`config.mk`:
```
export PLATFORM = sky130hd
export DESIGN_NAME = tinker_mem_arbiter
export DESIGN_NICKNAME = d
export VERILOG_FILES = /design/src/rtl/tinker_pkg.sv /design/src/rtl/tinker_arb_timer.sv /design/src/rtl/tinker_mem_arbiter.sv
export SDC_FILE = /design/constraint.sdc
export NUM_CORES = 1
export LEC_CHECK = 0
export ABC_AREA = 1
export CAP_MARGIN = 5
export CORE_AREA = 10 10 185 187
export DETAILED_ROUTE_END_ITERATION = 8
export DIE_AREA = 0 0 195 197
export PLACE_DENSITY_LB_ADDON = 0.2
export SETUP_SLACK_MARGIN = 0.1
export SYNTH_ARGS = -nofsm -noshare
export SYNTH_HDL_FRONTEND = slang
export SYNTH_HIERARCHICAL = 1
export SYNTH_SLANG_ARGS = --single-unit
export TNS_END_PERCENT = 100
```
`constraint.sdc`:
```
create_clock -name clk -period 7.3 [get_ports clk]
set_clock_uncertainty 0.05 [all_clocks]
set_input_delay 0.73 -clock clk [delete_from_list [all_inputs] [get_ports clk]]
set_output_delay 0.73 -clock clk [all_outputs]
set_load 0.1 [all_outputs]
```
`src/rtl/tinker_pkg.sv`:
```
// Shared types and constants for the tinker core: arbiter FSM states, port ids, reset PC and stack top.
package tinker_pkg;

    typedef enum logic [1:0] {
        IDLE     = 2'd0,
        ISSUE    = 2'd1,
        WAIT_RSP = 2'd2
    } arb_state_e;

    typedef enum logic {
        PORT_FETCH = 1'b0,
        PORT_DATA  = 1'b1
    } port_e;

    localparam logic [63:0] RESET_PC  = 64'h2000;
    localparam logic [63:0] STACK_TOP = 64'd524288;

    // Round-robin choice under contention: whichever port did not win last time.
    function automatic port_e rr_pick(input port_e last_port);
        return (last_port == PORT_FETCH) ? PORT_DATA : PORT_FETCH;
    endfunction

endpackage

```
`src/rtl/tinker_arb_timer.sv`:
```
// Transaction watchdog for the memory arbiter: counts enabled cycles, flags when TIMEOUT_CYC is reached.
module tinker_arb_timer #(
    parameter int TIMEOUT_CYC = 256
) (
    input  logic clk,
    input  logic reset,
    input  logic clear,
    input  logic enable,
    output logic expired
);

    localparam int               CNT_W = $clog2(TIMEOUT_CYC + 1);
    localparam logic [CNT_W-1:0] LIMIT = CNT_W'(TIMEOUT_CYC);

    logic [CNT_W-1:0] r_count;

    // NOTE: state registers use non-blocking assignments so every flop samples pre-edge values.
    always_ff @(posedge clk or posedge reset) begin
        if (reset) begin
            r_count <= '0;
        end else if (clear) begin
            r_count <= '0;
        end else if (enable && (r_count != LIMIT)) begin
            r_count <= r_count + CNT_W'(1);
        end
    end

    assign expired = enable && (r_count == LIMIT);

endmodule

```
`src/rtl/tinker_mem_arbiter.sv`:
```
// Two-port (fetch/data) arbiter onto a single-outstanding memory port with timeout abort.
// Define TINKER_ARB_RR_EN for round-robin contention; default is fixed data-over-fetch priority.
module tinker_mem_arbiter
    import tinker_pkg::*;
#(
    parameter int ADDR_W      = 64,
    parameter int TIMEOUT_CYC = 256
) (
    input  logic              clk,
    input  logic              reset,
    // fetch port
    input  logic              f_req,
    input  logic [ADDR_W-1:0] f_addr,
    output logic              f_gnt,
    output logic              f_rvalid,
    output logic [31:0]       f_rdata,
    // data port
    input  logic              d_req,
    input  logic              d_we,
    input  logic [ADDR_W-1:0] d_addr,
    input  logic [63:0]       d_wdata,
    output logic              d_gnt,
    output logic              d_rvalid,
    output logic [63:0]       d_rdata,
    // memory side
    output logic              m_req,
    output logic              m_we,
    output logic [ADDR_W-1:0] m_addr,
    output logic [63:0]       m_wdata,
    input  logic              m_ready,
    input  logic              m_rvalid,
    input  logic [63:0]       m_rdata,
    output logic              arb_err
);

    arb_state_e        r_state;
    arb_state_e        w_state_nxt;
    port_e             r_port;
    logic              r_we;
    logic [ADDR_W-1:0] r_addr;
    logic [63:0]       r_wdata;
    logic              r_arb_err;

    port_e             w_winner;
    logic              w_grant;
    logic              w_expired;
    logic              w_done;
    logic              w_issue;

    // NOTE: every output is qualified by reset, so a request held during reset cannot leak a grant.
    assign w_grant = !reset && (r_state == IDLE) && (d_req || f_req);

`ifdef TINKER_ARB_RR_EN
    port_e r_last_port;

    always_comb begin
        if (d_req && f_req) begin
            w_winner = rr_pick(r_last_port);
        end else if (d_req) begin
            w_winner = PORT_DATA;
        end else begin
            w_winner = PORT_FETCH;
        end
    end

    always_ff @(posedge clk or posedge reset) begin
        if (reset) begin
            r_last_port <= PORT_FETCH;
        end else if (w_grant) begin
            r_last_port <= w_winner;
        end
    end
`else
    always_comb begin
        w_winner = d_req ? PORT_DATA : PORT_FETCH;
    end
`endif

    tinker_arb_timer #(
        .TIMEOUT_CYC (TIMEOUT_CYC)
    ) u_timer (
        .clk     (clk),
        .reset   (reset),
        .clear   (r_state == IDLE),
        .enable  (r_state != IDLE),
        .expired (w_expired)
    );

    always_ff @(posedge clk or posedge reset) begin
        if (reset) begin
            r_state   <= IDLE;
            r_arb_err <= 1'b0;
        end else begin
            r_state <= w_state_nxt;
            if (w_expired) begin
                r_arb_err <= 1'b1;
            end
        end
    end

    // Request fields are captured once at grant; later input changes cannot disturb the transaction.
    always_ff @(posedge clk or posedge reset) begin
        if (reset) begin
            r_port  <= PORT_FETCH;
            r_we    <= 1'b0;
            r_addr  <= '0;
            r_wdata <= '0;
        end else if (w_grant) begin
            r_port <= w_winner;
            if (w_winner == PORT_DATA) begin
                r_we    <= d_we;
                r_addr  <= d_addr;
                r_wdata <= d_wdata;
            end else begin
                r_we    <= 1'b0;
                r_addr  <= f_addr;
                r_wdata <= '0;
            end
        end
    end

    // NOTE: combinational blocks assign defaults first so no path can infer a latch.
    always_comb begin
        w_state_nxt = r_state;
        case (r_state)
            IDLE: begin
                if (d_req || f_req) begin
                    w_state_nxt = ISSUE;
                end
            end
            ISSUE: begin
                if (w_expired) begin
                    w_state_nxt = IDLE;
                end else if (m_ready) begin
                    w_state_nxt = WAIT_RSP;
                end
            end
            WAIT_RSP: begin
                if (w_expired || m_rvalid) begin
                    w_state_nxt = IDLE;
                end
            end
            default: w_state_nxt = IDLE;
        endcase
    end

    // A timeout takes precedence over a coincident response and returns zero data.
    assign w_done  = !reset && (w_expired || ((r_state == WAIT_RSP) && m_rvalid));
    assign w_issue = !reset && (r_state == ISSUE) && !w_expired;

    assign f_gnt    = w_grant && (w_winner == PORT_FETCH);
    assign d_gnt    = w_grant && (w_winner == PORT_DATA);

    assign f_rvalid = w_done && (r_port == PORT_FETCH);
    assign d_rvalid = w_done && (r_port == PORT_DATA);
    assign f_rdata  = (f_rvalid && !w_expired) ? m_rdata[31:0] : 32'd0;
    assign d_rdata  = (d_rvalid && !w_expired && !r_we) ? m_rdata : 64'd0;

    assign m_req    = w_issue;
    assign m_we     = w_issue && r_we;
    assign m_addr   = w_issue ? r_addr : '0;
    assign m_wdata  = w_issue ? r_wdata : 64'd0;

    assign arb_err  = !reset && r_arb_err;

endmodule

```
; Word level (Yosys, flattened, before mapping)
; Cells that the tools add are included.
; W data, S select, Z words.
[word_totals]
reg_bits = 142
latch_bits = 0
ram_bits = 0
romBits = 0
in_bits = 263
output_inout_bits = 231
word_cells = 59
memories = 0
[classes]
addsub = 1
n_mul = 0
div = 0
n_lt_le_gt_ge = 0
eq_ne = 7
n_shift = 0
mux = 15
n_bitwise = 2
reduce_logical = 27
[ops]
columns = operator, n
row1 = $mux W64, 5
row2 = $mux W32, 1
row3 = $mux W9, 2
row4 = $logic_and A1 B1 Y1, 17
row5 = $add A9 B1 Y9 const B, 1
row6 = $eq A9 B9 Y1 const B, 1
row7 = $ne A9 B9 Y1 const B, 1
row8 = $mux W2, 4
row9 = $pmux W2 S3, 1
row10 = $ne A2 B2 Y1 const B, 2
row11 = $reduce_bool A2 Y1, 2
row12 = $logic_not A1 Y1, 3
row13 = $logic_or A1 B1 Y1, 3
row14 = $ne A3 B3 Y1 const B, 1
row15 = $reduce_and A3 Y1, 1
row16 = $eq A2 B1 Y1 const B, 1
row17 = $eq A2 B2 Y1 const B, 1
row18 = $logic_not A2 Y1, 1
row19 = $mux W1, 2
row20 = $not A1 Y1, 2

; Depth between registers and ports, before layout
; Gate-level depths: netlist of the first run.
[logic_depth]
word_depth = 8
mapped_depth = 11
ltp_nobuf = 10

; Modules after synthesis
; The synthesis of the first run kept the hierarchy.
[modules_own_cells]
columns = mod, instances, cells_per_inst, area_each_um2, seq_area_each_um2
row1 = tinker_mem_arbiter, 1, 1178, 7747.4, 3328.2
row2 = tinker_arb_timer, 1, 90, 601.8, 225.2

; Least setup slack after synthesis of the first run
; OpenSTA, ideal clock, no wires.
[synth_timing]
kind = in2out
from = input port reset
to = output port m_wdata[54]
t_arrival_ns = 4.242
required_ns = 6.520
slack_ns = 2.278
path_stages = 5
n_path_buf = 2
cell_sequence = inv_2 -> nand2_1 -> buf_4 -> buf_6 -> nor2_1
[synth_via]
elab_chain_cells = 4
[synth_rtl]
columns = item, line_no
row1 = "start, declared", tinker_mem_arbiter.sv:10  ; input logic reset,
row2 = $logic_not A1 Y1, tinker_mem_arbiter.sv:149  ; assign w_issue = !reset && (r_state == ISSUE) && !w_expired;
row3 = $logic_and A1 B1 Y1 (2 in a row), tinker_mem_arbiter.sv:149
row4 = $mux W64, tinker_mem_arbiter.sv:162  ; assign m_wdata = w_issue ? r_wdata : 64'd0;
row5 = "end, declared", tinker_mem_arbiter.sv:29  ; output logic [63:0] m_wdata,
; No other way between the ends.

; Worst setup path after layout of the first run
[layout_timing]
from = input port reset
to = output port m_wdata[51]
; Same word-level chain as after synthesis.

==> results of run 1 <==
## power groups by stage
| stage | Combinational, mW | Clock, mW | Sequential, mW |
|---|---|---|---|
| 6_report | 2.38 | 0.917 | 1.27 |
| 5_1_grt | 2.56 | 0.972 | 1.31 |
| 4_1_cts | 2.41 | 0.941 | 1.27 |
| 3_5_place_dp | 2.41 | 0 | 1.28 |
| 3_3_place_gp | 2.39 | 0 | 1.27 |
| 2_1_floorplan | 1.84 | 0 | 1.23 |
## cell families after synthesis
| kind of cell | after synthesis | synth area share [%] |
|---|---|---|
| and+or+nand+nor | 701 | 32.9 |
| buffers and inverters | 290 | 15.8 |
| DFF | 142 | 42.6 |
| AOI/OAI and AO/OA | 132 | 8.36 |
| adders and majority gates | 2 | 0.300 |
| xor gates and xnor gates | 1 | 0.105 |
## cells in the final DEF (no fill, tap or decap), drive strengths merged
cell type,count
clkinvlp,4
nor3,4
clkdlybuf4s50,487
o21ai,132
nand4,4
nor2,250
bufinv,3
nor3b,1
buf,15
dfrtp,142
diode,11
clkinv,1
xor2,1
nand2,433
clkbuf,17
inv,223
nand3,9
ha,2
## Yosys cell counts
library cell | count | area share, %
nor2_1 | 245 | 11
xor2_1 | 1 | 0.10
nand2_1 | 423 | 19
nand3_4 | 1 | 0.21
inv_1 | 213 | 9.6
clkbuf_2 | 1 | 0.060
buf_12 | 1 | 0.24
nor2_8 | 1 | 0.24
buf_8 | 2 | 0.36
nor3_1 | 3 | 0.18
nor2_2 | 2 | 0.15
dfrtp_1 | 142 | 43
nor3b_1 | 1 | 0.090
nand2_2 | 10 | 0.75
nor2_4 | 2 | 0.27
nor3_2 | 1 | 0.12
inv_2 | 3 | 0.13
clkbuf_1 | 17 | 0.76
inv_4 | 1 | 0.075
buf_6 | 19 | 2.6
nand3_1 | 8 | 0.48
o21ai_2 | 10 | 1.0
nand4_2 | 1 | 0.15
buf_2 | 32 | 1.9
o21ai_1 | 55 | 3.3
buf_4 | 1 | 0.090
o21ai_0 | 67 | 4.0
nand4_1 | 3 | 0.22
ha_1 | 2 | 0.30
## area by class of cell
type                            count  share of cell area [%]
Inverter                          217                    5.88
Sequential cell                   142                    25.4
Antenna cell                       11                   0.197
Clock inverter                     14                    1.29
Timing Repair Buffer              502                    35.7
Clock buffer                       17                    3.04
Multi-Input combinational cell    836                    24.9
Tap cell                          396                    3.54
## worst reg2reg max path, stage by stage (launching register included)
cell and delay [ps]:
dfrtp_1 430, nor2_4 310, nand3_4 290, inv_4 440
buf_4 890, nand2_1 180, o21ai_1 140
## metal layers
| layer | track usage, % | routed length, um | part of all wire (%) | vias up |
|---|---|---|---|---|
| met5 | 0 | 0 | 0 | - |
| met4 | 8.88 | 1070 | 2.7 | 0 |
| met3 | 7.37 | 3540 | 9.0 | 40 |
| met2 | 34.3 | 20200 | 51 | 336 |
| met1 | 20.2 | 14400 | 37 | 3981 |
| li1 | - | - | - | 4614 |
## sequential cells by signal, indices dropped and copies added (netlist names)
register         cells
u_timer/r_count      9
r_state              2
r_we                 1
r_arb_err            1
r_addr              64
r_wdata             64
r_port               1
## path summary, 6_finish.rpt
kind,from,end,slack (ps),depth (start not counted)
setup / recovery,reset,m_wdata[51],2140,6
hold / removal,r_arb_err,r_arb_err,420,2
setup reg to reg,r_state[1],r_addr[2],4480,6
hold reg to reg,r_arb_err,r_arb_err,420,2
max in group asynchronous,reset,r_wdata[33],5050,3
min in group asynchronous,reset,u_timer/r_count[4],760,2
## per-stage QoR
stage / hold slack (ps) / area, sq um / utilization, % / cells
3_5_place_dp: 394 / 13300 / 43.9 / 2093
2_1_floorplan: 373 / 8350 / - / 1268
3_3_place_gp: 389 / 13300 / 43.9 / 2093
5_1_grt: 445 / 14000 / 45.9 / 2135
4_1_cts: 410 / 13900 / 45.8 / 2124
6_report: 421 / 14000 / 45.9 / 2135
==> results_dict.tcl, run 1 <==
set metrics [dict create \
    path_cells "clkdlybuf4s50_1 > inv_6 > nand2_4 > buf_4 > nor2_1 > clkdlybuf4s50_1" \
    fmax_ghz 0.194 \
    cts-buffers-inserted 17 \
    synth_area_per_cell_sq_um 6.58 \
    cp_slowest_stage_delay_ps 1160 \
    dieArea_sq_um 38400 \
    relSlewSlack_pct 19.9 \
    antenna_found_initial 12 \
    vdd_drop_max_mv 0.178 \
    final.setup.tns_ps 0 \
    synth.distinct_cells 29 \
    yosys_warnings 6 \
    cts_hold_buf 0 \
    vias 8971 \
    seqPwrFrac_pct 27.8 \
    holdCritPathClass "reg -> reg" \
    multi_input_comb_area_sq_um 3490 \
    finalSetupViolCount 0 \
    switchingPower_mw 2.28 \
    port_buffers 493 \
    p_comb_share_pct 52.1 \
    nFillCells 3122 \
    regArea_sq_um 3550 \
    rsz0062_at_grt "false" \
    syn-cell-area_sq_um 8350 \
    setup_slack_ps 2140 \
    ant_nets 0 \
    post_drt_via_cell_ratio 4.20 \
    grt_first_pass_wirelength_um 57800 \
    post-cts-setup-buffer-count 0 \
    core_sq_um 30400 \
    grt_pass1_vias 9218 \
    start_kind "input port" \
    synth.ff_latch_count 142 \
    required_ps 6520 \
    cp_top_family "buffers and inverters" \
    nets 1981 \
    wire_per_inst_um 18.4 \
    gp_congestion 0.977 \
    drive_gt1_share_pct 4.57 \
    max_cap_violations 0 \
    gr-total-overflow 0 \
    grt_usage_pct 19.5 \
    num_rows 64 \
    cts-root-buf "clkbuf_16" \
    dp_hpwl_um 31300 \
    min_period_ps 5160 \
    cts_buffer_depth 2 \
    crit_top_cell "clkdlybuf4s50_1" \
    worst-path-buf-inv 4 \
    drc_errors 0 \
    cellPowerDensity_nw_per_um2 326 \
    io_pins 494 \
    crit_arrival_ps 4380 \
    clkLatencyLatePin_ps 420 \
    drt_iter0_markers 541 \
    worst_slew_pin_slew_ps 1200 \
    p_int_mw 2.28 \
    post-place-ws_ps 2050 \
    clock_power_share_pct 20.1 \
    grt_max_degree 111 \
    worst-setup-path-type "in -> out" \
    power.total_mw 4.56 \
    die_h_um 197 \
    crit_fanout 82 \
    cts.clk_slew.worst_paths_ps 70 \
    start_util_pct 27.4 \
    leakagePower_nw 6.56 \
    synth_fp_nets 1533 \
    cp_slowest_cell "clkdlybuf4s50_1" \
    fin_crit_sh_pct 70.7 \
    synthCells 1268 \
    run_status "complete, no violations" \
    cts_resized 0 \
    area_delta_synth_final_pct 67.4 \
    seq_area_frac_synth_pct 42.6 \
    wirelength_um 39200 \
    numClockSinks 142 \
    drv_slew 0 \
    setup.worst_path.end_class "output port" \
    cts_tree "done" \
    finalHoldViolCount 0 \
    fp.dieW_um 195 \
    first_pass_iters 5 \
    h-tree-depth 4 \
    switching_share_pct 50.0 \
]
(Power assumes the default switching activity.)
==> run 2: changes to the inputs <==
==> constraint.sdc (replaced) <==
create_clock -name clk -period 4.2 [get_ports clk]
set_clock_uncertainty 0.05 [all_clocks]
set_input_delay 0.42 -clock clk [delete_from_list [all_inputs] [get_ports clk]]
set_output_delay 0.42 -clock clk [all_outputs]
set_load 0.1 [all_outputs]
==> run 2 against run 1 <==
Non-clock buffer count increased by 2. Sequential cell count unchanged. Register-to-register slack got worse by 2700 ps. Cell count about the same. Global-route usage increased by 0.99 points. Die area unchanged. Power increased by 87%. Cell area increased by 11%. Largest power group unchanged.
==> results_dict.tcl, run 2 (same netlist as run 1, synthesis figures left out) <==
set metrics [dict create \
    run_status "complete, no violations" \
    cts_hold_buf 0 \
    port_buffers 493 \
    start_kind "register" \
    rsz0062_at_grt "false" \
    h-tree-depth 4 \
    holdCritPathClass "in -> async" \
    cts-root-buf "clkbuf_16" \
    num_rows 64 \
    cts_buffer_depth 2 \
    drv_slew 0 \
    cts_tree "done" \
    area_delta_synth_final_pct 85.5 \
    reg_top3 "r_addr (64), r_wdata (64), u_timer/r_count (9)" \
    clkLatencyLatePin_ps 420 \
    worst-setup-path-type "reg -> out" \
    rr_worst_depth 6 \
    relSlewSlack_pct 35.0 \
    final_common_cell "nand2_1" \
    dp_hpwl_um 32800 \
    post_drt_via_cell_ratio 4.28 \
    cts-buffers-inserted 17 \
    io_pins 494 \
    final_cell_area_sq_um 15500 \
    regArea_sq_um 3550 \
    grt_pass1_vias 9512 \
    numClockSinks 142 \
    place_area_sq_um 14900 \
    drt_iter0_markers 537 \
    nets 1983 \
    fmax_ghz 0.286 \
    required_ps 3730 \
    crit_fanout 64 \
    final_cells 2133 \
    globalRoute.busiestLayer "met2" \
    finalHoldViolCount 0 \
    wirelength_um 40600 \
    vdd_drop_max_mv 0.260 \
    setup_slack_ps 700 \
    leakagePower_nw 7.51 \
    post-cts-setup-buffer-count 0 \
    post-place-ws_ps 1140 \
    grt_max_degree 99 \
    multi_input_comb_area_sq_um 3490 \
    core_sq_um 30400 \
    final.setup.tns_ps 0 \
    dieArea_sq_um 38400 \
    ant_nets 0 \
    cts_resized 0 \
    dp.cells 2095 \
    final_cell_mix "nand2_1 (422), clkdlybuf4s50_1 (261), nor2_1 (245)" \
    die_h_um 197 \
    gp_congestion 0.912 \
    first_pass_iters 5 \
    max_cap_violations 0 \
    drc_errors 0 \
    gr-usage-met1_pct 20.8 \
    cellPowerDensity_nw_per_um2 551 \
    startpoint "u_timer/r_count[0]" \
    vias 9136 \
    fin_crit_sh_pct 83.3 \
    wire_per_inst_um 19.0 \
    fp.dieW_um 195 \
    finalSetupViolCount 0 \
    worst_slew_pin_slew_ps 974 \
    timing.rr.start "r_state[1]" \
    grt_first_pass_wirelength_um 60100 \
    min_period_ps 3500 \
    setup.worst_path.end_class "output port" \
    gr-total-overflow 0 \
    met3_usage_pct 8.49 \
    crit_arrival_ps 3030 \
    antenna_found_initial 8 \
    grtUsageMet2_pct 37.0 \
    cts.clk_slew.worst_paths_ps 60 \
    start_util_pct 27.4 \
    nFillCells 2941 \
    drive_gt1_share_pct 17.7 \
    grt_usage_pct 20.5 \
]
-- run 2: final cells by class --
class / count / area share [%]
well taps: 396 / 3.20
clock buffers: 21 / 3.10
inverters: 217 / 5.31
repair buffers: 504 / 42.0
flip-flops and latches: 142 / 22.9
clock inverters: 10 / 0.872
multi-input cells: 836 / 22.5
diodes: 7 / 0.113
-- run 2: worst max-delay path, cell delays in order, from the launching register on --
cell	delay, ps
dfrtp_1	410
inv_1	90
ha_1	140
nand2_1	50
inv_1	50
nand2_1	60
nor3_1	420
nor2_1	150
nor2_2	170
nand4_2	90
buf_4	330
nor2_1	290
buf_4	340
-- run 2: metrics by stage --
step,total power [mW],hold slack (ps),utilization (%)
after CTS,8.65,316,50.9
after floorplan,5.34,198,-
after global placement,6.97,387,48.8
after detailed placement,7.02,394,48.8
after global routing,9.05,343,50.9
final,8.53,334,50.9
-- run 2: path summary, 6_finish.rpt --
check | end | slack [ps]
worst max-delay path | d_rdata[41] | 700
worst min-delay path | r_arb_err | 330
worst max register to register | r_addr[2] | 1750
worst min register to register | r_arb_err | 420
max in group asynchronous | r_wdata[29] | 2570
min in group clk | r_arb_err | 420
-- run 2: report_power, final --
group          total, mW  switching [mW]  internal, mW
logic               4.75            3.20          1.55
clock network       1.58           0.591         0.993
registers           2.20           0.252          1.95
total               8.53            4.04          4.49
-- run 2: layer usage --
layer / vias to the layer above / share of wire [%] / wire length (um)
li1: 4603 / - / -
met1: 4183 / 36 / 14600
met2: 318 / 53 / 21400
met3: 30 / 9.2 / 3750
met4: 2 / 1.9 / 782
met5: - / 0.032 / 13
